[src/rtl/sys_bus_interconnect.sv]
// sys_bus_interconnect: 1-master / N-slave memory-mapped bus fabric.
// The slave index comes from address field [SEL_MSB:SEL_LSB]. The request is
// latched and held on the slave side until that slave is ready or the access
// times out. The master then sees a registered one-cycle response.
// Optional feature macro: BUS_ERR_CAPTURE_EN (sticky first-error address capture).
module sys_bus_interconnect #(
    parameter int N_SLAVES = 8,
    parameter int SEL_MSB  = 31,
    parameter int SEL_LSB  = 24,
    parameter int TIMEOUT  = 255
) (
    input  logic                  clk_i,
    input  logic                  resetn_i,
    input  logic                  m_req_i,
    input  logic                  m_we_i,
    input  logic [3:0]            m_be_i,
    input  logic [31:0]           m_addr_i,
    input  logic [31:0]           m_wd_i,
    output logic [31:0]           m_rd_o,
    output logic                  m_ready_o,
    output logic                  m_err_o,
    output logic [N_SLAVES-1:0]   s_req_o,
    output logic                  s_we_o,
    output logic [3:0]            s_be_o,
    output logic [31:0]           s_addr_o,
    output logic [31:0]           s_wd_o,
    input  logic [32*N_SLAVES-1:0] s_rd_i,
    input  logic [N_SLAVES-1:0]   s_ready_i,
    output logic [31:0]           err_addr_o,
    output logic                  err_valid_o,
    input  logic                  err_clr_i
);

    localparam int IDX_W = (N_SLAVES > 1) ? $clog2(N_SLAVES) : 1;
    localparam int CNT_W = (TIMEOUT > 0) ? $clog2(TIMEOUT + 1) : 1;
    localparam logic [CNT_W-1:0] CNT_LAST = CNT_W'((TIMEOUT > 0) ? TIMEOUT - 1 : 0);
    localparam logic [CNT_W-1:0] CNT_MAX  = '1;

    typedef enum logic [1:0] {ST_IDLE, ST_BUSY, ST_RESP} state_t;

    state_t           r_state;
    state_t           w_state_nxt;
    logic [IDX_W-1:0] r_sel;
    logic [CNT_W-1:0] r_cnt;
    logic [31:0]      r_rd;
    logic             r_err;

    logic [31:0]      w_sel_ext;
    logic             w_sel_ok;
    logic             w_sel_ready;
    logic             w_expire;
    logic [31:0]      w_addr_masked;

    assign w_sel_ext   = 32'(m_addr_i[SEL_MSB:SEL_LSB]);
    assign w_sel_ok    = (w_sel_ext < 32'(N_SLAVES));
    assign w_sel_ready = s_ready_i[r_sel];
    assign w_expire    = (TIMEOUT != 0) && (r_cnt == CNT_LAST);

    // Slaves see a device-relative address: the select field is stripped.
    always_comb begin
        w_addr_masked = m_addr_i;
        w_addr_masked[SEL_MSB:SEL_LSB] = '0;
    end

    // State register; reset abandons any transfer in flight.
    always_ff @(posedge clk_i) begin
        if (!resetn_i) r_state <= ST_IDLE;
        else           r_state <= w_state_nxt;
    end

    // Next-state decode and state-derived outputs (slave request, master response).
    always_comb begin
        w_state_nxt = r_state;
        s_req_o     = '0;
        m_ready_o   = 1'b0;
        m_rd_o      = '0;
        m_err_o     = 1'b0;
        case (r_state)
            ST_IDLE: begin
                if (m_req_i) w_state_nxt = w_sel_ok ? ST_BUSY : ST_RESP;
            end
            ST_BUSY: begin
                s_req_o = N_SLAVES'(1) << r_sel;
                if (w_sel_ready || w_expire) w_state_nxt = ST_RESP;
            end
            ST_RESP: begin
                m_ready_o   = 1'b1;
                m_rd_o      = r_rd;
                m_err_o     = r_err;
                w_state_nxt = ST_IDLE;
            end
            default: w_state_nxt = ST_IDLE;
        endcase
    end

    // Request latch, wait counter and response capture; ready beats expiry.
    always_ff @(posedge clk_i) begin
        if (!resetn_i) begin
            s_we_o   <= 1'b0;
            s_be_o   <= '0;
            s_addr_o <= '0;
            s_wd_o   <= '0;
            r_sel    <= '0;
            r_cnt    <= '0;
            r_rd     <= '0;
            r_err    <= 1'b0;
        end else begin
            case (r_state)
                ST_IDLE: begin
                    if (m_req_i) begin
                        s_we_o   <= m_we_i;
                        s_be_o   <= m_be_i;
                        s_addr_o <= w_addr_masked;
                        s_wd_o   <= m_wd_i;
                        r_cnt    <= '0;
                        if (w_sel_ok) begin
                            r_sel <= w_sel_ext[IDX_W-1:0];
                        end else begin
                            r_rd  <= '0;
                            r_err <= 1'b1;
                        end
                    end
                end
                ST_BUSY: begin
                    if (r_cnt != CNT_MAX) r_cnt <= r_cnt + CNT_W'(1);
                    if (w_sel_ready) begin
                        r_rd  <= s_we_o ? 32'h0 : s_rd_i[32*int'(r_sel) +: 32];
                        r_err <= 1'b0;
                    end else if (w_expire) begin
                        r_rd  <= '0;
                        r_err <= 1'b1;
                    end
                end
                default: ;
            endcase
        end
    end

`ifdef BUS_ERR_CAPTURE_EN
    logic [31:0] r_err_addr;
    logic        r_err_valid;
    logic        w_err_entry;

    // The master holds its payload until m_ready_o, so m_addr_i is still the
    // original full address when either error path enters RESP.
    assign w_err_entry = ((r_state == ST_IDLE) && m_req_i && !w_sel_ok) ||
                         ((r_state == ST_BUSY) && !w_sel_ready && w_expire);

    // Sticky first-error capture; a new capture beats a same-cycle clear.
    always_ff @(posedge clk_i) begin
        if (!resetn_i) begin
            r_err_addr  <= '0;
            r_err_valid <= 1'b0;
        end else if (w_err_entry && !r_err_valid) begin
            r_err_addr  <= m_addr_i;
            r_err_valid <= 1'b1;
        end else if (err_clr_i) begin
            r_err_addr  <= '0;
            r_err_valid <= 1'b0;
        end
    end

    assign err_addr_o  = r_err_addr;
    assign err_valid_o = r_err_valid;
`else
    logic w_unused_err_clr;
    assign w_unused_err_clr = err_clr_i;
    assign err_addr_o  = '0;
    assign err_valid_o = 1'b0;
`endif

endmodule

[config.mk]
export PLATFORM = sky130hd
export DESIGN_NAME = sys_bus_interconnect
export DESIGN_NICKNAME = d
export VERILOG_FILES = /design/src/rtl/sys_bus_interconnect.sv
export SDC_FILE = /design/constraint.sdc
export NUM_CORES = 1
export LEC_CHECK = 0
export BUFFER_PORTS_ARGS = -buffer_cell sky130_fd_sc_hd__buf_2
export CAP_MARGIN = 20
export CELL_PAD_IN_SITES_DETAIL_PLACEMENT = 0
export CELL_PAD_IN_SITES_GLOBAL_PLACEMENT = 1
export CORE_AREA = 2 2 189 191
export CTS_CLUSTER_DIAMETER = 120
export DETAILED_ROUTE_END_ITERATION = 8
export DIE_AREA = 0 0 191 193
export PLACE_DENSITY = 0.71
export REMOVE_ABC_BUFFERS = 1
export SETUP_SLACK_MARGIN = 0.2
export SYNTH_ARGS = -nofsm -noshare
export SYNTH_HDL_FRONTEND = slang
export SYNTH_SLANG_ARGS = --single-unit
[constraint.sdc]
create_clock -name clk_i -period 2.5 [get_ports clk_i]
set_input_delay 0.25 -clock clk_i [delete_from_list [all_inputs] [get_ports clk_i]]
set_output_delay 0.25 -clock clk_i [all_outputs]
set_load 0.005 [all_outputs]
==> results.py <==
metrics = {
    "outcome": {
        "status": "completed",
    },
    "cts": {
        "clk_pin_slew_ns": 0.09,
        "clock-sinks": 107,
        "clk_latency_ns": 0.37,
        "cts_max_level": 3,
        "cts_buffers": 9,
        "postCtsSetupRepairBufs": 0,
        "cts_tree": "yes",
        "ctsResizeCount": 0,
        "cts_hold_buf": 0,
        "cts-root-buf": "clkbuf_16",
        "cts_buffer_depth": 2,
    },
    "floorplan": {
        "ioPinCount": 481,
        "die_w_microns": 191,
        "core.rowCount": 69,
        "coreArea_sq_um": 35000,
        "die_area_sq_um": 36900,
        "start_util": 0.199,
        "die_y_microns": 193,
    },
    "power": {
        "p_leak_uw": 0.00440,
        "ir_drop_mv": 0.366,
        "power_switching_uw": 1200,
        "power_frac_comb": 0.185,
        "p_seq_frac": 0.429,
        "powerDensity_nw_per_um2": 425,
        "switching_share": 0.287,
        "power.total_uw": 4180,
        "p_int_uw": 2980,
        "power.clock.fraction": 0.386,
    },
    "timing": {
        "setup_viol": 0,
        "rsz0062_at_grt": "false",
        "drv_slew": 0,
        "slew_headroom": 0.454,
        "fin_ws_ns": 0.361,
        "final-hold-violation-count": 0,
        "min_period_ns": 2.14,
        "worstMarginPinSlew_ns": 0.816,
        "skew_ns": 0.0195,
        "fmax_mhz": 467,
        "fin_crit_sh": 0.856,
    },
    "critical_path": {
        "crit_arrival_ns": 1.89,
        "worstPathMaxFanout": 18,
        "cp-end-kind": "primary output",
        "worst_setup_path_start_kind": "flip-flop",
        "cp.required_ns": 2.25,
        "path_class": "reg2out",
    },
    "layout": {
        "stdcell_count": 1644,
        "syn2layout_area_growth_pct": 41.1,
        "design_area_sq_um": 9840,
        "nets": 1516,
        "nFillCells": 3835,
        "final_layout_size_suffix_gt1_frac": 0.462,
        "final_core_util": 0.281,
    },
    "logic_synthesis": {
        "synthMuxAreaShare": 0.190,
        "syn-cell-area_sq_um": 6970,
        "syn_inst": 777,
        "synth_compound_area_frac": 0.233,
        "synth_simple_gate_area_frac": 0.165,
        "synth.avg_cell_area_sq_um": 8.97,
        "synth_top_family_by_area": "compound AO/OA/AOI/OAI gates",
        "synthArstFlopShare": 0,
        "synth_ff_type": "dfxtp_1",
        "synthAdderAreaFrac": 0.00359,
        "yosys_warnings": 0,
        "yosys.cell_types.count": 54,
        "synth_edf_count": 0,
        "synth-xor-area-share": 0.00503,
        "ys_seq_elements": 107,
        "yosysSeqAreaShare": 0.307,
    },
    "detailed_routing": {
        "vias": 7373,
        "detail_route.wl_per_cell_microns": 18.4,
        "route.detailed.drc": 0,
        "first_iter_violations": 288,
        "via_per_inst": 4.48,
        "wirelength_mm": 30.2,
        "drt_first_pass_iters": 4,
        "ant_nets": 0,
    },
    "hold_path": {
        "hold_path.class": "in2reg",
    },
    "global_routing": {
        "gr-total-overflow": 0,
        "met1_usage": 0.191,
        "antenna_found_initial": 5,
        "grt_pass1_vias": 6973,
        "grt.total_usage": 0.156,
        "grt_use_met2": 0.274,
        "busiest_layer": "met2",
        "grt_use_met3": 0.0358,
        "grt_pass1_wl_mm": 43.0,
        "grt_max_degree": 62,
    },
    "placed_design": {
        "place.gp.congestion": 0.829,
        "portBuffers": 438,
        "pre_cts_ws_ns": 0.367,
        "dp_hpwl_mm": 23.9,
        "placed_cell_area_sq_um": 9510,
        "place_inst": 1627,
    },
    "run": {
        "maxCapViolations": 0,
    },
}
-- through the flow --
stage          hold WS, ns  TNS [ns]
6_report             0.126         0
3_5_place_dp         0.454         0
4_1_cts              0.106         0
2_1_floorplan        0.367   -198.38
5_1_grt              0.115         0
3_3_place_gp         0.447         0
-- kinds of logic after synthesis --
logic type / Yosys count
fa+ha+maj: 2
flops: 107
simple gates: 252
xor+xnor: 4
mux: 100
other cells: 1
buf+inv: 117
compound gates: 194
-- power by group through the flow --
stage               registers (uW)  logic [uW]  clock network (uW)
global route                  1800         858                1740
detailed placement            1840         782                   0
finish                        1800         773                1610
floorplan                     1850         300                   0
global placement              1830         777                   0
CTS                           1800         784                1690
-- cell usage in the layout (no fill, tap or decap), types with 20 or more instances in the layout --
master	Yosys	layout
a21boi_0	61	61
and2_1	35	35
buf_2	20	437
buf_4	46	20
conb_1	1	41
dfxtp_1	107	104
mux2i_1	59	59
mux4_2	24	24
nand2_1	157	157
nor2_1	21	21
o211ai_1	33	33
o22ai_1	20	20
-- layer usage --
layer	share of wire	wire (microns)	vias to the layer above
met5	0.00043	13	-
met4	0.021	633	2
met3	0.075	2280	29
met2	0.50	15000	339
met1	0.41	12300	3461
li1	-	-	3542
-- synth_stat cells (2+ instances only) --
master     instances  area (sq um)
buf_4             46           345
nor2b_1            7          43.8
mux2_2            16           180
nand2_1          157           589
buf_1              5          18.8
a22oi_1           12          90.1
nor2_1            21          78.8
a21oi_1            3          15.0
and4_1             2          17.5
nand2b_1           3          18.8
nand3_1            9          45.0
dfxtp_1          107          2140
o31ai_1            2          15.0
o32a_1             7          70.1
o22ai_1           20           125
or4_1              2          15.0
or2_2              2          12.5
o221ai_1           8          70.1
a22o_1             5          43.8
nand4b_1           2          17.5
mux2i_1           59           591
o211ai_1          33           248
nor3_1             4          20.0
buf_6              4          45.0
inv_1              4          15.0
clkbuf_1          38           143
o32ai_2           14           228
a311oi_1           2          17.5
xnor2_1            3          26.3
mux4_2            24           541
ha_1               2          25.0
and2_1            35           219
a2bb2oi_1         16           140
o32ai_1            2          17.5
buf_2             20           100
a21boi_0          61           458
nor3b_1            3          22.5
-- worst paths after layout --
check         startpoint           to  slack, ns  cells past startpoint
max           r_state[1]   m_rd_o[14]       0.36                      4
min          m_addr_i[3]  s_addr_o[3]       0.13                      3
max reg2reg   r_state[0]     r_rd[11]       0.37                      4
min reg2reg  s_addr_o[1]  s_addr_o[1]       0.46                      2
-- worst max-delay path, stage by stage (launching register included) --
cell and delay, ns:
dfxtp_1 0.44, nor2b_4 0.46, buf_4 0.32, and2_1 0.18, buf_2 0.12
-- sequential cells by signal, indices dropped and copies added, names as in the netlist --
register / flops
r_cnt: 8
r_state: 2
r_err: 1
s_wd_o: 32
r_rd: 32
s_addr_o: 24
s_be_o: 4
r_sel: 3
s_we_o: 1
-- layout make-up --
| type | count | area (sq um) | area share |
|---|---|---|---|
| sequential | 107 | 2150 | 0.219 |
| clock inverter | 7 | 97.6 | 0.00992 |
| inverter | 4 | 15.0 | 0.00153 |
| timing repair buffer | 462 | 2440 | 0.248 |
| antenna | 1 | 2.50 | 0.000254 |
| clock buffer | 9 | 225 | 0.0229 |
| tap | 461 | 577 | 0.0586 |
| multi-input combinational | 593 | 4330 | 0.440 |
No activity file was read; power rests on OpenSTA's default activity.
